==> config.mk <==
export PLATFORM = sky130hd
export DESIGN_NAME = mac_tx_ctrl
export DESIGN_NICKNAME = d
export VERILOG_FILES = /design/src/rtl/mac_tx_ctrl.sv
export SDC_FILE = /design/constraint.sdc
export NUM_CORES = 1
export LEC_CHECK = 0
export BUFFER_PORTS_ARGS = -buffer_cell sky130_fd_sc_hd__buf_2
export CORE_UTILIZATION = 48
export DETAILED_ROUTE_END_ITERATION = 10
export PLACE_DENSITY = 0.71
export SLEW_MARGIN = 20
export SYNTH_ARGS = -nofsm -noshare
export SYNTH_HDL_FRONTEND = slang
export SYNTH_SLANG_ARGS = --single-unit
==> constraint.sdc <==
create_clock -name i_clk -period 2.7 [get_ports i_clk]
set_input_delay 0.135 -clock i_clk [delete_from_list [all_inputs] [get_ports i_clk]]
set_output_delay 0.135 -clock i_clk [all_outputs]
set_load 0.01 [all_outputs]
==> src/rtl/mac_tx_ctrl.sv <==
// Purpose: TX sequencer driving mac_tx_framegen selects and the TX frame buffer read side.
// Latency: HDR index 0 is driven the cycle after a start decision; selects are combinational from state.
// Backpressure: i_clk_en freezes state/counters and masks o_buf_ren; an empty buffer mid-frame is an underrun.
//
// Ports:
//   i_clk, i_reset_n (sync, active-low), i_clk_en
//   i_tx_en, i_frame_avail                    - frame start qualifiers
//   i_buf_empty, i_buf_rlast, o_buf_ren       - FWFT buffer head / pop
//   o_gen_hdr/o_hdr_id/o_gen_data/o_gen_error/o_gen_idle/o_gen_ifg - framegen selects
//   o_frame_start, o_busy                     - status
//   o_frames_sent (wraps), o_underruns (saturates) - statistics
module mac_tx_ctrl #(
    parameter int N_HDR_WORDS   = 2,
    parameter int IFG_WORDS     = 3,
    parameter int W_MAC_HDR_CNT = (N_HDR_WORDS > 1) ? $clog2(N_HDR_WORDS) : 1,
    parameter int W_STAT        = 16
) (
    input  logic                     i_clk,
    input  logic                     i_reset_n,
    input  logic                     i_clk_en,
    input  logic                     i_tx_en,
    input  logic                     i_frame_avail,
    input  logic                     i_buf_empty,
    input  logic                     i_buf_rlast,
    output logic                     o_buf_ren,
    output logic                     o_gen_hdr,
    output logic [W_MAC_HDR_CNT-1:0] o_hdr_id,
    output logic                     o_gen_data,
    output logic                     o_gen_error,
    output logic                     o_gen_idle,
    output logic                     o_gen_ifg,
    output logic                     o_frame_start,
    output logic                     o_busy,
    output logic [W_STAT-1:0]        o_frames_sent,
    output logic [W_STAT-1:0]        o_underruns
);

    localparam int W_GAP = (IFG_WORDS > 1) ? $clog2(IFG_WORDS) : 1;
    localparam logic [W_MAC_HDR_CNT-1:0] HDR_LAST = W_MAC_HDR_CNT'(N_HDR_WORDS - 1);
    localparam logic [W_GAP-1:0]         GAP_LAST = W_GAP'(IFG_WORDS - 1);

    typedef enum logic [2:0] {
        ST_IDLE,
        ST_HDR,
        ST_DATA,
        ST_FLUSH,
        ST_IFG
    } state_t;

    state_t                   state_q, state_d;
    logic [W_MAC_HDR_CNT-1:0] hdr_cnt_q, hdr_cnt_d;
    logic [W_GAP-1:0]         gap_cnt_q, gap_cnt_d;
    logic [W_STAT-1:0]        frames_sent_q, frames_sent_d;
    logic [W_STAT-1:0]        underruns_q, underruns_d;

    logic start_ok;
    assign start_ok = i_tx_en & i_frame_avail;

    always_comb begin
        state_d       = state_q;
        hdr_cnt_d     = hdr_cnt_q;
        gap_cnt_d     = gap_cnt_q;
        frames_sent_d = frames_sent_q;
        underruns_d   = underruns_q;

        o_buf_ren     = 1'b0;
        o_gen_hdr     = 1'b0;
        o_hdr_id      = '0;
        o_gen_data    = 1'b0;
        o_gen_error   = 1'b0;
        o_gen_idle    = 1'b0;
        o_gen_ifg     = 1'b0;
        o_frame_start = 1'b0;

        unique case (state_q)
            ST_IDLE: begin
                o_gen_idle = 1'b1;
                if (start_ok) begin
                    state_d   = ST_HDR;
                    hdr_cnt_d = '0;
                end
            end
            ST_HDR: begin
                o_gen_hdr     = 1'b1;
                o_hdr_id      = hdr_cnt_q;
                o_frame_start = (hdr_cnt_q == '0);
                if (hdr_cnt_q == HDR_LAST) begin
                    state_d   = ST_DATA;
                    hdr_cnt_d = '0;
                end else begin
                    hdr_cnt_d = hdr_cnt_q + 1'b1;
                end
            end
            ST_DATA: begin
                // Empty dominates rlast: a stale last flag on an invalid head is ignored.
                if (!i_buf_empty) begin
                    o_gen_data = 1'b1;
                    o_buf_ren  = i_clk_en & i_reset_n;
                    if (i_buf_rlast) begin
                        frames_sent_d = frames_sent_q + 1'b1;
                        state_d       = ST_IFG;
                        gap_cnt_d     = '0;
                    end
                end else begin
                    o_gen_error = 1'b1;
                    if (underruns_q != '1) begin
                        underruns_d = underruns_q + 1'b1;
                    end
                    state_d = ST_FLUSH;
                end
            end
            ST_FLUSH: begin
                // Drain the rest of the broken frame up to and including its last word.
                o_gen_idle = 1'b1;
                o_buf_ren  = !i_buf_empty & i_clk_en & i_reset_n;
                if (!i_buf_empty && i_buf_rlast) begin
                    state_d   = ST_IFG;
                    gap_cnt_d = '0;
                end
            end
            ST_IFG: begin
                o_gen_ifg = 1'b1;
                if (gap_cnt_q == GAP_LAST) begin
                    gap_cnt_d = '0;
                    if (start_ok) begin
                        state_d   = ST_HDR;
                        hdr_cnt_d = '0;
                    end else begin
                        state_d = ST_IDLE;
                    end
                end else begin
                    gap_cnt_d = gap_cnt_q + 1'b1;
                end
            end
            default: begin
                o_gen_idle = 1'b1;
                state_d    = ST_IDLE;
            end
        endcase
    end

    assign o_busy        = (state_q != ST_IDLE);
    assign o_frames_sent = frames_sent_q;
    assign o_underruns   = underruns_q;

    always_ff @(posedge i_clk) begin
        if (!i_reset_n) begin
            state_q       <= ST_IDLE;
            hdr_cnt_q     <= '0;
            gap_cnt_q     <= '0;
            frames_sent_q <= '0;
            underruns_q   <= '0;
        end else if (i_clk_en) begin
            state_q       <= state_d;
            hdr_cnt_q     <= hdr_cnt_d;
            gap_cnt_q     <= gap_cnt_d;
            frames_sent_q <= frames_sent_d;
            underruns_q   <= underruns_d;
        end
    end

endmodule

==> results of run 1 <==
==> state kept, by name, summed over array words and instances (netlist names) <==
| name | flops |
|---|---|
| o_frames_sent | 16 |
| o_underruns | 16 |
| state_q | 3 |
| gap_cnt_q | 2 |
| hdr_cnt_q | 1 |
==> final cells by class <==
class / instances / area [µm²]
Fill cell: 381 / 1660
Multi-Input combinational cell: 182 / 1170
Sequential cell: 38 / 761
Timing Repair Buffer: 48 / 243
Clock buffer: 5 / 68.8
Tap cell: 50 / 62.6
Inverter: 8 / 30.0
Clock inverter: 2 / 10.0
==> through the flow <==
step,util,cells,worst slack [ps]
2_1_floorplan,-,240,680
3_3_place_gp,0.566,326,626
3_5_place_dp,0.566,326,554
4_1_cts,0.586,333,540
5_1_grt,0.586,333,385
6_report,0.586,333,523
==> cell usage after synthesis, drive strengths merged <==
| cell | n | share of area |
|---|---|---|
| a21oi | 27 | 0.067 |
| a211o | 1 | 0.0044 |
| a31oi | 1 | 0.0031 |
| nand2b | 6 | 0.020 |
| a2111oi | 2 | 0.0087 |
| nand2 | 12 | 0.022 |
| xnor2 | 1 | 0.0044 |
| and2 | 2 | 0.0062 |
| clkbuf | 8 | 0.015 |
| o41ai | 1 | 0.0044 |
| and4 | 3 | 0.013 |
| buf | 4 | 0.010 |
| nor4 | 3 | 0.0093 |
| a21boi | 1 | 0.0037 |
| mux2i | 4 | 0.020 |
| or2 | 1 | 0.0031 |
| or4 | 19 | 0.071 |
| nand3b | 1 | 0.0037 |
| xor2 | 5 | 0.022 |
| or3 | 6 | 0.019 |
| nor4b | 2 | 0.016 |
| nand4bb | 1 | 0.0056 |
| o21ai | 13 | 0.032 |
| nand4b | 1 | 0.0044 |
| nor2 | 15 | 0.028 |
| dfxtp | 38 | 0.38 |
| or4b | 3 | 0.015 |
| nand4 | 9 | 0.028 |
| nand3 | 10 | 0.025 |
| nor3 | 3 | 0.0075 |
| or3b | 2 | 0.0087 |
| and4bb | 1 | 0.0062 |
| nor3b | 1 | 0.0037 |
| and3 | 3 | 0.0093 |
| o31ai | 16 | 0.060 |
| nor2b | 2 | 0.0062 |
| ha | 2 | 0.012 |
| inv | 8 | 0.015 |
| o22ai | 1 | 0.0031 |
| a32oi | 1 | 0.0044 |
==> critical path, cell delays in order (launching register included) <==
cell      delay (ps)
dfxtp_1          580
nand3b_1         210
or4_1            670
or4_1            510
a21oi_1          140
==> worst min-delay path by stage <==
stage | slack [ps] | startpoint | to | cells after the start
2_1_floorplan | 280 | i_reset_n | o_underruns[15]$_SDFFE_PN0P_ | 2
3_3_place_gp | 460 | i_reset_n | o_underruns[15]$_SDFFE_PN0P_ | 3
3_5_place_dp | 470 | o_frames_sent[15]$_SDFFE_PN0P_ | o_frames_sent[15]$_SDFFE_PN0P_ | 2
4_1_cts | 160 | i_reset_n | o_underruns[15]$_SDFFE_PN0P_ | 3
5_1_grt | 150 | i_reset_n | o_underruns[15]$_SDFFE_PN0P_ | 3
6_report | 160 | i_reset_n | o_underruns[15]$_SDFFE_PN0P_ | 3
==> cells by family after synthesis <==
family,after synthesis,synth area share
AO/OA/AOI/OAI,64,0.191
adder cells (fa/ha/maj),2,0.0125
multiplexers,4,0.0199
buffers and inverters,20,0.0399
XOR/XNOR,6,0.0262
AND/OR/NAND/NOR,106,0.331
flip-flops,38,0.379
==> report_power, final <==
group | switching [mW] | internal [mW] | leakage, nW
Combinational | 0.0328 | 0.0184 | 0.510
Sequential | 0.00506 | 0.562 | 0.306
Clock | 0.194 | 0.173 | 0.0438
==> layer usage <==
layer,wire length [µm],GRT usage,vias to the layer above
li1,-,-,1000
met1,2140,0.277,912
met2,2040,0.312,38
met3,196,0.0599,6
met4,56,0.0718,0
met5,0,0,-
==> results.ini, run 1 <==
[clock_network]
cts.sinks=38
tritoncts=done
post-cts-setup-buffers=0
clk_pin_slew_ps=70
cts_root_buffer=clkbuf_8
ctsResizeCount=0
cts_max_level=2
clk_path_buf_depth=2
worstSkewPairLatency_ps=290
cts_buffers=5
postCtsHoldBufs=0

[worst_setup_path]
cp-start-kind=flip-flop
worstSetupPathType=reg2reg
cp-end-kind=flip-flop
crit_start=state_q[1]$_SDFFE_PN0P_
crit_end=o_underruns[14]$_SDFFE_PN0P_
worstPathArrival_ps=2400
ff2ff_path_depth=4
timing.rr.end=o_underruns[14]$_SDFFE_PN0P_
r2r_slack_ps=520
r2r-start=state_q[1]$_SDFFE_PN0P_
critPathMaxFanout=15
worstPathRequired_ps=2920

[min_path]
hold_class=in2reg

[drt]
vias=1956
routedWlPerCell_um=13.3
drc_errors=0
drt-initial-drc-count=86
drt-total-wl_um=4430
first_pass_iters=4
ant_nets=0
vias_per_cell=5.87

[status]
status=finished, final reports clean

[placed_design]
gp_congestion=0.769
numPortBuffers=47
dp_hpwl_um=3070
placed_cell_area_mm2=0.00226

[synth]
ys_ff_latch=38
netlist_instances=240
avgSynthCellArea_um2=8.37
yosysUniqueCellTypes=44
syn_area_mm2=0.00201
synth_nets=249
ys_seq_area_frac=0.379
synth_warnings=0

[sta]
fin_crit_sh=0.806
slew_violations=0
finalHoldViolCount=0
min_period_ps=2180
tns_ps=0
finClkSkew_ps=6.22
setup_viol=0
clock.fmax_ghz=0.459
rsz0062_at_grt=false
worstMarginPinSlew_ps=784
relSlewSlack=0.463
hold_ws_ps=163

[flow_run]
maxCapViolCount=0

[power]
finalPower_mw=0.986
leakagePower_nw=0.859
power_density_mw_per_mm2=421
ir_worst_vdd_mv=0.204

[global_route]
gr-total-overflow=0
grt_pass1_vias=1493
grt_use_total=0.207
antenna_found_initial=0
grt_max_degree=38
grt_pass1_wl_um=6970

[floorplan]
die_w_um=66.7
rows=23
die-height_um=66.7
dieArea_mm2=0.00445
start_util=0.502
io_pins=48
core_region_area_mm2=0.00400

[finish]
layout_commonest_cell=buf_2
syn2layout_area_growth_pct=16.6
final_nets=292
final_area_mm2=0.00234
drive_gt1_frac=0.226
n_antenna_cell=0
layout_common_cells=buf_2 (47), dfxtp_1 (38), a21oi_1 (27)

Power figures use the tool's default switching activity.
==> run 2: changes to the inputs <==
--- a/config.mk
+++ b/config.mk
@@ -8,7 +8,7 @@
 export BUFFER_PORTS_ARGS = -buffer_cell sky130_fd_sc_hd__buf_2
 export CORE_UTILIZATION = 48
 export DETAILED_ROUTE_END_ITERATION = 10
-export PLACE_DENSITY = 0.71
+export PLACE_DENSITY = 0.74
 export SLEW_MARGIN = 20
 export SYNTH_ARGS = -nofsm -noshare
 export SYNTH_HDL_FRONTEND = slang
==> constraint.sdc (replaced) <==
create_clock -name i_clk -period 2 [get_ports i_clk]
set_input_delay 0.1 -clock i_clk [delete_from_list [all_inputs] [get_ports i_clk]]
set_output_delay 0.1 -clock i_clk [all_outputs]
set_load 0.01 [all_outputs]
==> results.ini, run 2 (synthesis results as in run 1) <==
[clock_network]
tritoncts=done
clk_pin_slew_ps=70  ; about the same
cts_max_level=2  ; unchanged
cts_root_buffer=clkbuf_8
cts.sinks=38  ; unchanged
cts_buffers=5  ; unchanged
worstSkewPairLatency_ps=290  ; about the same
clk_path_buf_depth=2  ; unchanged

[worst_setup_path]
critPathMaxFanout=9  ; -6
worstSetupPathType=reg2reg
slowest_delay_ps=640  ; -30 ps
crit_chain=buf_4 > nor3b_1 > a211o_1 > or4b_2 > a21oi_1
crit_slowest_cell=or4b_2
cp-end-kind=flip-flop
cp-start-kind=flip-flop
worstPathArrival_ps=2090  ; -310 ps
worstPathRequired_ps=2220  ; -700 ps

[sta]
finalHoldViolCount=0  ; unchanged
fin_crit_sh=0.936  ; +0.130
finClkSkew_ps=3.10  ; -3.12 ps
relSlewSlack=0.570  ; +0.106
setup_viol=0  ; unchanged
clock.fmax_ghz=0.534  ; +16%
min_period_ps=1870  ; -304 ps
worstMarginPinSlew_ps=644  ; -140 ps
tns_ps=0  ; unchanged
slew_violations=0  ; unchanged
rsz0062_at_grt=false

[floorplan]
dieArea_mm2=0.00445  ; unchanged
die-height_um=66.7  ; unchanged
die_w_um=66.7  ; unchanged
start_util=0.502  ; unchanged
rows=23  ; unchanged
core_region_area_mm2=0.00400  ; unchanged
io_pins=48  ; unchanged

[global_route]
antenna_found_initial=0  ; unchanged
grt_pass1_wl_um=7550  ; +8.3%
grt_use_total=0.219  ; +0.0128
gr-total-overflow=0  ; unchanged
grt_pass1_vias=1731  ; +16%
grt_max_degree=38  ; unchanged

[finish]
final_nets=314  ; +7.5%
layout_commonest_cell=buf_2
fin_cells=356  ; +6.9%
regArea_um2=763  ; +0.33%
n_antenna_cell=0  ; unchanged
syn2layout_area_growth_pct=26.0
n_fill_cell=374  ; -1.8%
drive_gt1_frac=0.294  ; +0.0680
layout_common_cells=buf_2 (47), dfxtp_1 (36), a21oi_1 (27)
multi_input_area_mm2=0.00117  ; +0.64%

[placed_design]
numPortBuffers=47  ; unchanged
gp_congestion=0.879  ; +14%
dp_cells=346  ; +6.1%
dp_hpwl_um=3200  ; +4.3%

[drt]
first_pass_iters=4  ; unchanged
vias=2040  ; +4.3%
ant_nets=0  ; unchanged
drc_errors=0  ; unchanged
drt-total-wl_um=4660  ; +5.2%
drt-initial-drc-count=73  ; -15%
vias_per_cell=5.73  ; -2.4%
routedWlPerCell_um=13.1  ; -1.6%

[status]
status=finished, final reports clean

[min_path]
hold_class=in2reg

[power]
power_density_mw_per_mm2=550  ; +31%
leakagePower_nw=0.979  ; +14%
ir_worst_vdd_mv=0.332  ; +63%
finalPower_mw=1.39  ; +41%

[flow_run]
maxCapViolCount=0  ; unchanged

run 2: cell types whose count changed in the layout (fill, tap and decap cells not counted):
| cell | before | now |
|---|---|---|
| buf_4 | 1 | 23 |
| clkbuf_1 | 0 | 1 |
| clkbuf_8 | 5 | 6 |
| clkinv_2 | 2 | 1 |
| dfxtp_1 | 38 | 36 |
| dfxtp_2 | 0 | 2 |
| or4_1 | 19 | 18 |
| or4_4 | 0 | 1 |
| or4b_1 | 1 | 0 |
| or4b_4 | 0 | 1 |
run 2: worst paths after layout:
path              cells after the start                        endpoint  slack, ps                      startpoint
hold / removal                        3    o_underruns[15]$_SDFFE_PN0P_        130                       i_reset_n
setup reg to reg                      5         state_q[2]$_SDFFE_PN0P_        130         state_q[0]$_SDFFE_PN0P_
setup / recovery                      5         state_q[2]$_SDFFE_PN0P_        130         state_q[0]$_SDFFE_PN0P_
hold reg to reg                       2  o_frames_sent[15]$_SDFFE_PN0P_        470  o_frames_sent[15]$_SDFFE_PN0P_
run 2: final cells by class:
class                      instances  share of cell area
multi-input combinational        182               0.464
sequential                        38               0.302
timing repair buffer              70               0.161
clock buffer                       7              0.0341
tap                               50              0.0247
inverter                           8              0.0119
clock inverter                     1             0.00198
run 2: critical path: cells and delay by family (launching register included):
family	cells	cell delay (ps)
compound gates	2	470
buf+inv	1	190
flops	1	430
simple gates	2	710
run 2: per-stage QoR:
step           setup slack (ps)  hold WS (ps)  utilization  instance area (µm²)
2_1_floorplan              47.7           239            -                 2010
3_3_place_gp                107           431        0.604                 2420
3_5_place_dp               75.7           431        0.604                 2420
4_1_cts                    43.8           121        0.627                 2510
5_1_grt                    18.3           133        0.632                 2530
6_report                    127           127        0.632                 2530
run 2: report_power, final:
group,internal [mW],switching [mW],total (mW)
registers,0.758,0.00276,0.761
clock network,0.278,0.268,0.546
logic,0.0347,0.0509,0.0856
run 2: layer usage:
metal | GRT usage | up-vias | part of all wire
met5 | 0 | - | 0
met1 | 0.283 | 947 | 0.49
met3 | 0.0411 | 5 | 0.033
met2 | 0.357 | 36 | 0.47
met4 | 0.0851 | 0 | 0.013
li1 | - | 1052 | -
run 2: repair_timing:
| item | 4_1_cts | 5_1_grt |
|---|---|---|
| gates resized for setup | 0 | 2 |
| setup endpoints to repair | 0 | 7 |
| hold endpoints to repair | 0 | 0 |
| buffers inserted | 0 | 2 |
| hold buffers | 0 | 0 |
==> run 3: changes to the inputs <==
--- a/config.mk
+++ b/config.mk
@@ -5,10 +5,11 @@
 export SDC_FILE = /design/constraint.sdc
 export NUM_CORES = 1
 export LEC_CHECK = 0
+export ABC_AREA = 1
 export BUFFER_PORTS_ARGS = -buffer_cell sky130_fd_sc_hd__buf_2
 export CORE_UTILIZATION = 48
 export DETAILED_ROUTE_END_ITERATION = 10
-export PLACE_DENSITY = 0.74
+export PLACE_DENSITY = 0.72
 export SLEW_MARGIN = 20
 export SYNTH_ARGS = -nofsm -noshare
 export SYNTH_HDL_FRONTEND = slang
==> results.ini, run 3 <==
[global_route]
grt_pass1_wl_um=9190  ; +22%
grt_use_total=0.225  ; +0.00583
grt_max_degree=25  ; -34%
antenna_found_initial=0  ; unchanged
grt_pass1_vias=2096  ; +21%
gr-total-overflow=0  ; unchanged

[clock_network]
cts_buffers=5  ; unchanged
cts_root_buffer=clkbuf_8
post-cts-setup-buffers=0  ; unchanged
worstSkewPairLatency_ps=290  ; about the same
cts_max_level=2  ; unchanged
cts.sinks=38  ; unchanged
postCtsHoldBufs=0  ; unchanged
ctsResizeCount=0  ; unchanged
tritoncts=done
clk_pin_slew_ps=70  ; about the same
clk_path_buf_depth=2  ; unchanged

[synth]
synth_common_cells=nand2_1 (99), nor2_1 (73), inv_1 (49)
netlist_instances=373  ; +55%
yosysTopAreaCell=dfxtp_1
ys_seq_area_frac=0.328  ; -0.0503
async_reset_ff_frac=0  ; unchanged
synth_compound_area_frac=0.0773  ; -0.114
yosysMostFrequentCell=nand2_1
synthAdderAreaFrac=0.0108  ; -0.00166
synth_nets=382  ; +53%
yosysUniqueCellTypes=31  ; -30%
synth_edf_count=0  ; unchanged
synth_warnings=0  ; unchanged
synth_simple_gate_area_share=0.458  ; +0.127
muxShareOfSynthArea=0  ; -0.0199
avgSynthCellArea_um2=6.21  ; -26%
synth_top_family_by_area=simple AND/OR/NAND/NOR gates
yosys_most_used_dff=dfxtp_1
synth_xor_area_frac=0.0227  ; -0.00348
ys_ff_latch=38  ; unchanged
synth_top_area_frac=0.328  ; -0.0503
synthTopCellsByArea=dfxtp_1 (33%), nand2_1 (16%), nor2_1 (12%)
syn_area_mm2=0.00232  ; +15%

[drt]
vias=2371  ; +16%
ant_nets=0  ; unchanged
first_pass_iters=4  ; unchanged
drc_errors=0  ; unchanged
drt-total-wl_um=5330  ; +14%
routedWlPerCell_um=11.2  ; -15%
drt-initial-drc-count=173  ; +140%
vias_per_cell=4.97  ; -13%

[min_path]
min_from=i_buf_rlast
hold_class=in2reg

[sta]
min_period_ps=1690  ; -179 ps
finClkSkew_ps=4.16  ; +1.06 ps
rsz0062_at_grt=false
worstMarginPinSlew_ps=508  ; -137 ps
fin_crit_sh=0.847  ; -0.0897
tns_ps=0  ; unchanged
setup_viol=0  ; unchanged
clock.fmax_ghz=0.591  ; +11%
finalHoldViolCount=0  ; unchanged
slew_violations=0  ; unchanged
relSlewSlack=0.661  ; +0.0913

[finish]
regArea_um2=761  ; -0.33%
final_nets=433  ; +38%
layout_commonest_cell=nand2_1
final_area_mm2=0.00270  ; +6.5%
n_fill_cell=467  ; +25%
drive_gt1_frac=0.181  ; -0.113
n_antenna_cell=0  ; unchanged
syn2layout_area_growth_pct=16.4
multi_input_area_mm2=0.00132  ; +12%
layout_common_cells=nand2_1 (99), nor2_1 (73), inv_1 (49)

[power]
netSwitchingFraction=0.384  ; +0.154
power.switching_mw=0.848  ; +160%
power_density_mw_per_mm2=818  ; +49%
intPower_mw=1.36  ; +27%
p_clk_frac=0.249  ; -0.143
p_comb_frac=0.343  ; +0.282
power_frac_seq=0.407  ; -0.139
leakagePower_nw=1.20  ; +23%
ir_worst_vdd_mv=0.662  ; +99%

[floorplan]
die_w_um=71.5  ; +7.2%
die-height_um=71.5  ; +7.2%
io_pins=48  ; unchanged
rows=24  ; +4.3%
dieArea_mm2=0.00511  ; +15%
start_util=0.514  ; +0.0121
core_region_area_mm2=0.00450  ; +13%

[worst_setup_path]
worstPathArrival_ps=1880  ; -210 ps
crit_start=state_q[1]$_SDFFE_PN0P_
cp-start-kind=flip-flop
cp-end-kind=flip-flop
worstPathRequired_ps=2190  ; -30 ps
worstSetupPathType=reg2reg
r2r-start=state_q[1]$_SDFFE_PN0P_
r2r_slack_ps=310  ; +180 ps
critPathMaxFanout=13  ; +4

[placed_design]
numPortBuffers=47  ; unchanged
placed_cell_area_mm2=0.00260  ; +7.8%
gp_congestion=0.836  ; -4.8%
dp_hpwl_um=3950  ; +23%

[flow_run]
maxCapViolCount=0  ; unchanged

[status]
status=finished, final reports clean

## run 3: cell families (layout without fill, tap and decap cells)
family                   after synthesis  count (layout)
adder cells (fa/ha/maj)                2               2
AND/OR/NAND/NOR                      234             234
buffers and inverters                 59             111
flip-flops                            38              38
AO/OA/AOI/OAI                         34              34
XOR/XNOR                               6               6
## run 3: cell type report
type,instances,area share
Clock buffer,7,0.0320
Clock inverter,1,0.00186
Inverter,52,0.0724
Multi-Input combinational cell,276,0.489
Sequential cell,38,0.282
Tap cell,52,0.0241
Timing Repair Buffer,51,0.0984
## run 3: per-stage QoR
step                      setup slack [ps]  hold slack (ps)  power [mW]  cells   util
after floorplan                        489              223        1.48    373      -
final                                  307              227        2.21    477  0.598
after detailed placement               297              478        1.68    469  0.578
after global routing                  80.1              247        2.37    477  0.598
after global placement                 333              483        1.67    469  0.578
after CTS                              284              228        2.22    477  0.598
## run 3: power by group through the flow
stage	Clock (mW)	Sequential (mW)	Combinational, mW
final	0.550	0.898	0.757
after global routing	0.592	0.910	0.868
after CTS	0.564	0.897	0.763
after detailed placement	0	0.914	0.761
after global placement	0	0.912	0.761
after floorplan	0	0.905	0.575
## run 3: worst paths after layout
path	endpoint	cells past startpoint
worst max-delay path	o_underruns[0]$_SDFFE_PN0P_	7
worst min-delay path	o_frames_sent[1]$_SDFFE_PN0P_	4
worst max register to register	o_underruns[0]$_SDFFE_PN0P_	7
worst min register to register	o_frames_sent[0]$_SDFFE_PN0P_	1
## run 3: routing by layer
layer,track usage,wire length (µm),share of wire
met5,0,0,0
met4,0.0632,59,0.011
met3,0.0605,216,0.041
met2,0.374,2480,0.47
met1,0.290,2570,0.48
## run 3: critical path, stage by stage, from the launching register on
cell     delay, ps
dfxtp_1        460
nand2_2        120
nor2_4         160
nand2_4         90
nor2_8         180
nand2_1        270
o21ai_0        240
nor2_1          60
